### src/rtl/breath_pkg.sv
// Shared definitions for the breathing-LED duty profile generator and its PWM stage.
//  - DUTY_MAX_DEF : full-scale duty; the PWM stage uses the same value as its frame count max
//  - state_e      : profile FSM state encoding (3-bit)
package breath_pkg;

  localparam int unsigned DUTY_MAX_DEF = 100;

  typedef enum logic [2:0] {
    ST_IDLE    = 3'd0,
    ST_RISE    = 3'd1,
    ST_HOLD_HI = 3'd2,
    ST_FALL    = 3'd3,
    ST_HOLD_LO = 3'd4
  } state_e;

endpackage

### src/rtl/breath_sat_step.sv
// Combinational saturating step of a duty value, clamped to [0, DUTY_MAX].
// Ports:
//  duty_i       current duty
//  step_i       effective step (already forced non-zero by the caller)
//  up_i         1 = add step, 0 = subtract step
//  next_duty_c_o  stepped and clamped duty (combinational)
module breath_sat_step #(
  parameter int unsigned DUTY_W   = 16,
  parameter int unsigned STEP_W   = 8,
  parameter int unsigned DUTY_MAX = 100
) (
  input  logic [DUTY_W-1:0] duty_i,
  input  logic [STEP_W-1:0] step_i,
  input  logic              up_i,
  output logic [DUTY_W-1:0] next_duty_c_o
);

  // One extra bit so the sum can never wrap before the clamp.
  localparam int unsigned SUM_W = DUTY_W + 1;

  logic [SUM_W-1:0] duty_ext;
  logic [SUM_W-1:0] step_ext;
  logic [SUM_W-1:0] max_ext;
  logic [SUM_W-1:0] sum;

  assign duty_ext = SUM_W'(duty_i);
  assign step_ext = SUM_W'(step_i);
  assign max_ext  = SUM_W'(DUTY_MAX);

  // Saturating add toward DUTY_MAX or saturating subtract toward 0.
  always_comb begin
    sum           = duty_ext + step_ext;
    next_duty_c_o = duty_i;
    if (up_i) begin
      if (sum >= max_ext) begin
        next_duty_c_o = DUTY_W'(DUTY_MAX);
      end else begin
        next_duty_c_o = sum[DUTY_W-1:0];
      end
    end else begin
      if (duty_ext <= step_ext) begin
        next_duty_c_o = '0;
      end else begin
        next_duty_c_o = duty_i - DUTY_W'(step_i);
      end
    end
  end

endmodule

### src/rtl/breath_profile_gen.sv
// Breathing duty-profile generator: ramps a duty threshold up, holds at full
// scale, ramps down, holds at zero, one step per PWM frame_tick.
// Ports:
//  clk, rst      clock, synchronous active-high reset
//  en            run request (level); sampled at start and at end of each cycle
//  frame_tick    1-cycle end-of-frame pulse from the PWM stage
//  cfg_step      duty step per frame (0 behaves as 1)
//  cfg_hold_hi   frames to hold at DUTY_MAX
//  cfg_hold_lo   frames to hold at 0
//  duty          registered duty threshold
//  duty_upd      registered pulse: duty changed on this edge
//  busy          registered: FSM not in IDLE
//  cycle_done    registered pulse: one full breath cycle finished
module breath_profile_gen
  import breath_pkg::*;
#(
  parameter int unsigned DUTY_W   = 16,
  parameter int unsigned DUTY_MAX = DUTY_MAX_DEF,
  parameter int unsigned STEP_W   = 8,
  parameter int unsigned HOLD_W   = 8
) (
  input  logic              clk,
  input  logic              rst,
  input  logic              en,
  input  logic              frame_tick,
  input  logic [STEP_W-1:0] cfg_step,
  input  logic [HOLD_W-1:0] cfg_hold_hi,
  input  logic [HOLD_W-1:0] cfg_hold_lo,
  output logic [DUTY_W-1:0] duty,
  output logic              duty_upd,
  output logic              busy,
  output logic              cycle_done
);

  state_e            state_q, state_d;
  logic [DUTY_W-1:0] duty_q, duty_d;
  logic              duty_upd_q, duty_upd_d;
  logic              busy_q, busy_d;
  logic              cycle_done_q, cycle_done_d;
  logic [HOLD_W-1:0] hold_cnt_q, hold_cnt_d;
  logic [STEP_W-1:0] step_q, step_d;
  logic [HOLD_W-1:0] hold_hi_q, hold_hi_d;
  logic [HOLD_W-1:0] hold_lo_q, hold_lo_d;

  logic [STEP_W-1:0] eff_step;
  logic [DUTY_W-1:0] sat_duty;
  logic              lo_expire;

  // A zero step would stall the ramp forever, so it is promoted to 1.
  assign eff_step = (step_q == '0) ? STEP_W'(1) : step_q;

  breath_sat_step #(
    .DUTY_W   (DUTY_W),
    .STEP_W   (STEP_W),
    .DUTY_MAX (DUTY_MAX)
  ) u_sat_step (
    .duty_i        (duty_q),
    .step_i        (eff_step),
    .up_i          (state_q == ST_RISE),
    .next_duty_c_o (sat_duty)
  );

  // Next-state, config latch and output-register inputs.
  always_comb begin
    state_d      = state_q;
    duty_d       = duty_q;
    duty_upd_d   = 1'b0;
    cycle_done_d = 1'b0;
    hold_cnt_d   = hold_cnt_q;
    step_d       = step_q;
    hold_hi_d    = hold_hi_q;
    hold_lo_d    = hold_lo_q;
    lo_expire    = 1'b0;
    busy_d       = 1'b0;

    case (state_q)
      ST_IDLE: begin
        if (en) begin
          step_d    = cfg_step;
          hold_hi_d = cfg_hold_hi;
          hold_lo_d = cfg_hold_lo;
          state_d   = ST_RISE;
        end
      end
      ST_RISE: begin
        if (frame_tick) begin
          duty_d     = sat_duty;
          duty_upd_d = (sat_duty != duty_q);
          if (sat_duty == DUTY_W'(DUTY_MAX)) begin
            if (hold_hi_q == '0) begin
              state_d = ST_FALL;
            end else begin
              state_d    = ST_HOLD_HI;
              hold_cnt_d = hold_hi_q;
            end
          end
        end
      end
      ST_HOLD_HI: begin
        if (frame_tick) begin
          hold_cnt_d = hold_cnt_q - HOLD_W'(1);
          if (hold_cnt_q == HOLD_W'(1)) begin
            state_d = ST_FALL;
          end
        end
      end
      ST_FALL: begin
        if (frame_tick) begin
          duty_d     = sat_duty;
          duty_upd_d = (sat_duty != duty_q);
          if (sat_duty == '0) begin
            if (hold_lo_q == '0) begin
              lo_expire = 1'b1;
            end else begin
              state_d    = ST_HOLD_LO;
              hold_cnt_d = hold_lo_q;
            end
          end
        end
      end
      ST_HOLD_LO: begin
        if (frame_tick) begin
          hold_cnt_d = hold_cnt_q - HOLD_W'(1);
          if (hold_cnt_q == HOLD_W'(1)) begin
            lo_expire = 1'b1;
          end
        end
      end
      default: state_d = ST_IDLE;
    endcase

    // End of a breath: en decides between a fresh cycle and going idle.
    if (lo_expire) begin
      cycle_done_d = 1'b1;
      if (en) begin
        step_d    = cfg_step;
        hold_hi_d = cfg_hold_hi;
        hold_lo_d = cfg_hold_lo;
        state_d   = ST_RISE;
      end else begin
        state_d = ST_IDLE;
      end
    end

    busy_d = (state_d != ST_IDLE);
  end

  // State and output registers.
  always_ff @(posedge clk) begin
    if (rst) begin
      state_q      <= ST_IDLE;
      duty_q       <= '0;
      duty_upd_q   <= 1'b0;
      busy_q       <= 1'b0;
      cycle_done_q <= 1'b0;
      hold_cnt_q   <= '0;
      step_q       <= '0;
      hold_hi_q    <= '0;
      hold_lo_q    <= '0;
    end else begin
      state_q      <= state_d;
      duty_q       <= duty_d;
      duty_upd_q   <= duty_upd_d;
      busy_q       <= busy_d;
      cycle_done_q <= cycle_done_d;
      hold_cnt_q   <= hold_cnt_d;
      step_q       <= step_d;
      hold_hi_q    <= hold_hi_d;
      hold_lo_q    <= hold_lo_d;
    end
  end

  assign duty       = duty_q;
  assign duty_upd   = duty_upd_q;
  assign busy       = busy_q;
  assign cycle_done = cycle_done_q;

endmodule

### config.mk
export PLATFORM = sky130hd
export DESIGN_NAME = breath_profile_gen
export DESIGN_NICKNAME = d
export VERILOG_FILES = /design/src/rtl/breath_pkg.sv /design/src/rtl/breath_sat_step.sv /design/src/rtl/breath_profile_gen.sv
export SDC_FILE = /design/constraint.sdc
export NUM_CORES = 1
export LEC_CHECK = 0
export ABC_CLOCK_PERIOD_IN_PS = 8530
export CAP_MARGIN = 20
export CORE_ASPECT_RATIO = 1.5
export CORE_UTILIZATION = 58
export CTS_BUF_LIST = sky130_fd_sc_hd__clkbuf_2
export CTS_CLUSTER_SIZE = 24
export DETAILED_ROUTE_END_ITERATION = 10
export GPL_TIMING_DRIVEN = 0
export PLACE_DENSITY = 0.8
export SYNTH_ARGS = -nofsm -noshare
export SYNTH_HDL_FRONTEND = slang
export SYNTH_SLANG_ARGS = --single-unit
### constraint.sdc
create_clock -name clk -period 8.53 [get_ports clk]
set_input_delay 1.706 -clock clk [delete_from_list [all_inputs] [get_ports clk]]
set_output_delay 1.706 -clock clk [all_outputs]
set_load 0.05 [all_outputs]
**Word-level counts from Yosys, hierarchy flattened**

Cells that the tools add are included.

- Add/subtract/negate cells: 3
- $lt $le $gt $ge: 2
- Eq/ne operators: 14
- Mux-type cells: 43
- Bitwise operators: 2
- Reduce and logical (&&, ||, !) cells: 12

Operators with widths:

| operator | number |
|---|---|
| $mux W8 | 20 |
| $mux W16 | 3 |
| $mux W3 | 9 |
| $logic_not A8 Y1 | 3 |
| $pmux W8 S3 | 1 |
| $add A16 B8 Y17 | 1 |
| $ge A17 B7 Y1 const B | 1 |
| $eq A16 B7 Y1 const B | 1 |
| $le A16 B8 Y1 | 1 |
| $logic_not A16 Y1 | 1 |
| $ne A16 B16 Y1 | 1 |
| $sub A16 B8 Y16 | 1 |
| $pmux W3 S5 | 1 |
| $ne A2 B2 Y1 const B | 6 |
| $eq A8 B1 Y1 const B | 1 |
| $mux W1 | 8 |
| $reduce_and A8 Y1 | 1 |
| $sub A8 B1 Y8 const B | 1 |
| $eq A3 B2 Y1 const B | 2 |
| $reduce_bool A3 Y1 | 2 |
| $reduce_or A2 Y1 | 2 |
| $eq A3 B1 Y1 const B | 1 |
| $eq A3 B3 Y1 const B | 1 |
| $logic_not A3 Y1 | 1 |
| other kinds (5) | 6 |

- Register bits: 54
- Bits of input ports: 28
- Output and inout bits: 19

**Depth between registers and ports, before layout**

- Depth after elaboration: 12
- Gate-level depth with buffers: 16

**Cells and area by module**

From an unflattened synthesis, not the netlist that was laid out.

- Cells, all modules: 571
- Area, all modules: 4257.8 µm²

Modules (own cells, without submodules):

| module | times used | cells an instance | area an instance (µm²) |
|---|---|---|---|
| breath_profile_gen | 1 | 364 | 2877.8 |
| breath_sat_step | 1 | 207 | 1380.1 |

**Worst setup path before layout**

OpenSTA, ideal clock, no wires.

- Path kind: register -> register
- Start: register duty_q[2] (netlist: duty[2])
- End: register (tool-made name)
- Arrival: 4.133 ns
- Path slack: 4.326 ns
- Stages on the path, launching flop included: 14
- Path buffers: 2
- Clock period less this slack: 4.204 ns
- Cells stage by stage: dfxtp_1 > ha_1 > buf_2 > and2b_1 > a2111oi_4 > o31a_1 > mux2_2 > nand4b_2 > o32ai_2 > or4_4 > or2_4 > a21oi_4 > buf_12 > mux2i_1

RTL lines:

| what | RTL line | RTL |
|---|---|---|
| from (decl) | breath_profile_gen.sv:36 | `logic [DUTY_W-1:0] duty_q, duty_d;` |
| from (signal assigned) | breath_profile_gen.sv:162 | `duty_q <= duty_d;` |

==> results.yml <==
clock_network:
  clock_latency_ns: 0.47
  cts_tree: "yes"
  clock-root-buffer: "clkbuf_2"
  clk_pin_slew_ns: 0.27
  ctsResizeCount: 0
  post_cts_buffers: 0
  clock_sinks: 54
  numCtsBuffers: 5
  postCtsHoldBufs: 0
  clk_path_buf_depth: 2
  htree_levels: 2
setup_path:
  crit_buf_inv: 2
  worstPathArrival_ns: 5.54
  cp_cell_sequence: "nor4_1, a41o_1, ha_1, inv_1, fa_1, o21bai_1, a2111oi_0, o41ai_1, mux2i_1, nand4b_2, o32ai_2, or4_4, or2_4, a21oi_4, buf_12, mux2i_1"
  path_max_fanout: 10
  cp-start-kind: "flip-flop"
  cpMaxStageDelayCell: "or4_4"
  cp_common_cell: "mux2i_1"
  crit_required_ns: 8.95
  crit_type: "flip-flop to flip-flop"
  endpoint_kind: "flip-flop"
  critPathTopFamily: "compound AO/OA/AOI/OAI gates"
  cpPeakStageDelay_ns: 0.59
floorplan:
  design.die.area_sq_um: 8200
  io_pins: 47
  rows: 39
  core_sq_um: 7610
  start_util: 0.597
  die_x_um: 74.3
  dieHeight_um: 110
power:
  p_leak_nw: 1.95
  powerDensity_nw_per_um2: 237
  ir_drop_v: 0.000120
synthesis:
  synth_top_area_cell: "dfxtp_1"
  synth_xor_area_frac: 0.0289
  netlist.area_leader.share: 0.238
  yosysUniqueCellTypes: 81
  synthMuxAreaShare: 0.0685
  synth_compound_area_frac: 0.258
  synth_edf_count: 0
  syn_area_sq_um: 4550
  syn_nets: 649
  syn-instance-count: 601
  synth_top_family_by_area: "simple AND/OR/NAND/NOR gates"
  synthAdderAreaFrac: 0.0583
  ys_ff_latch: 54
  synthSimpleGateAreaFrac: 0.281
  synth.area.top_cells: "dfxtp_1 (24%), nand2_1 (7.7%), mux2i_1 (6.6%)"
  seq_area_frac_synth: 0.238
  syn_avg_cell_area_sq_um: 7.57
  yosys_most_used_dff: "dfxtp_1"
  ys_warn_count: 0
  async_reset_ff_frac: 0
drt:
  drt_iter0_markers: 498
  drc: 0
  viasPerCell: 6.62
  via_count: 5009
  wl_per_cell_um: 19.3
  wl_mm: 14.6
  first_pass_iters: 5
  ant_nets: 0
place:
  gp_congestion: 0.972
  dp_hpwl_mm: 11.4
  place.port_buffers: 46
  dp_slack_ns: 3.51
run_status:
  outcome: "completed"
hold_path:
  min_path_type: "flip-flop to flip-flop"
layout:
  layout-drive-gt1-share: 0.0580
  syn_to_final_growth_pct: 13.9
  seqCellArea_sq_um: 1080
  fillers: 699
  layout.nets: 702
  most-common-layout-cells: "nand2_1 (93), dfxtp_1 (54), nor2_1 (47)"
  diodes: 0
  layout_commonest_cell: "nand2_1"
  multi_input_area_sq_um: 3160
sta:
  timing.final.crit_period_ns: 5.12
  hold_viol: 0
  layout_setup_ws_ns: 3.41
  fin_crit_sh: 0.600
  finalClockSkew_ns: 0.0196
  rsz0062_at_grt: "no"
  finalSetupTns_ns: 0
  maxSlewViolCount: 0
  fmax_ghz: 0.195
  relSlewSlack: 0.500
  final-setup-viol-count: 0
  max_slew.worst_pin.slew_ns: 0.747
global_route:
  grt_overflow: 0
  grt_max_degree: 17
  grt_pass1_vias: 4756
  antenna_found_initial: 0
  grt_usage: 0.366
  grt_pass1_wl_mm: 23.1
job:
  max-cap-violations: 0
==> cell type report <==
class,instances,area share
Clock buffer,6,0.00580
Buffer,41,0.0391
Sequential cell,54,0.209
Inverter,28,0.0203
Clock inverter,2,0.00266
Multi-Input combinational cell,478,0.610
Tap cell,102,0.0246
Timing Repair Buffer,46,0.0889
==> through the flow <==
stage / utilization / power (mW) / hold WS [ns] / area (sq um) / std cells
5_1_grt: 0.680 / 1.30 / 0.516 / 5180 / 757
2_1_floorplan: - / 0.894 / 0.435 / 4550 / 601
3_3_place_gp: 0.675 / 1.09 / 0.465 / 5130 / 749
3_5_place_dp: 0.675 / 1.10 / 0.469 / 5130 / 749
4_1_cts: 0.680 / 1.21 / 0.496 / 5180 / 757
6_report: 0.680 / 1.23 / 0.501 / 5180 / 757
==> path summary, 6_finish.rpt <==
check	from	endpoint	slack, ns	depth (start not counted)
max	flip-flop	flip-flop	3.41	16
min	hold_cnt_q[1]	hold_cnt_q[1]	0.50	2
max reg2reg	flip-flop	flip-flop	3.41	16
min reg2reg	hold_cnt_q[1]	hold_cnt_q[1]	0.50	2
==> synthesized netlist by cell type, drive strengths merged, types with 5 or more instances <==
cell type	count
a221oi	6
nand2	93
dfxtp	54
inv	28
or3	10
nor3	20
mux2i	30
o21a	7
xnor2	12
nand3	14
o22ai	7
nor2b	7
or2	5
ha	18
a21oi	33
o311ai	5
nand2b	6
nand4	5
or4	7
o221ai	6
a21o	5
o211ai	5
buf	10
a211oi	7
clkbuf	31
nor4	19
nor2	47
o21ai	24
a22oi	5
==> power breakdown <==
group | switching, mW | internal, mW
logic | 0.513 | 0.302
registers | 0.0301 | 0.278
clock network | 0.0844 | 0.0217
total | 0.627 | 0.602
==> worst min-delay path, cell delays in order, from the launching register on <==
cell and delay, ns:
dfxtp_1 0.38, nand2_1 0.06, mux2i_1 0.06
==> per-layer routing <==
metal,track usage,share of wire,up-vias
met3,0.0502,0.052,66
li1,-,-,2326
met5,0,0,-
met4,0.230,0.062,0
met1,0.393,0.36,2369
met2,0.644,0.52,248
==> logic make-up after synthesis <==
group,count (synthesis)
AO/OA/AOI/OAI,156
XOR/XNOR,15
adder cells (fa/ha/maj),20
buffers and inverters,69
flip-flops,54
multiplexers,31
AND/OR/NAND/NOR,256
(Power assumes the default switching activity.)
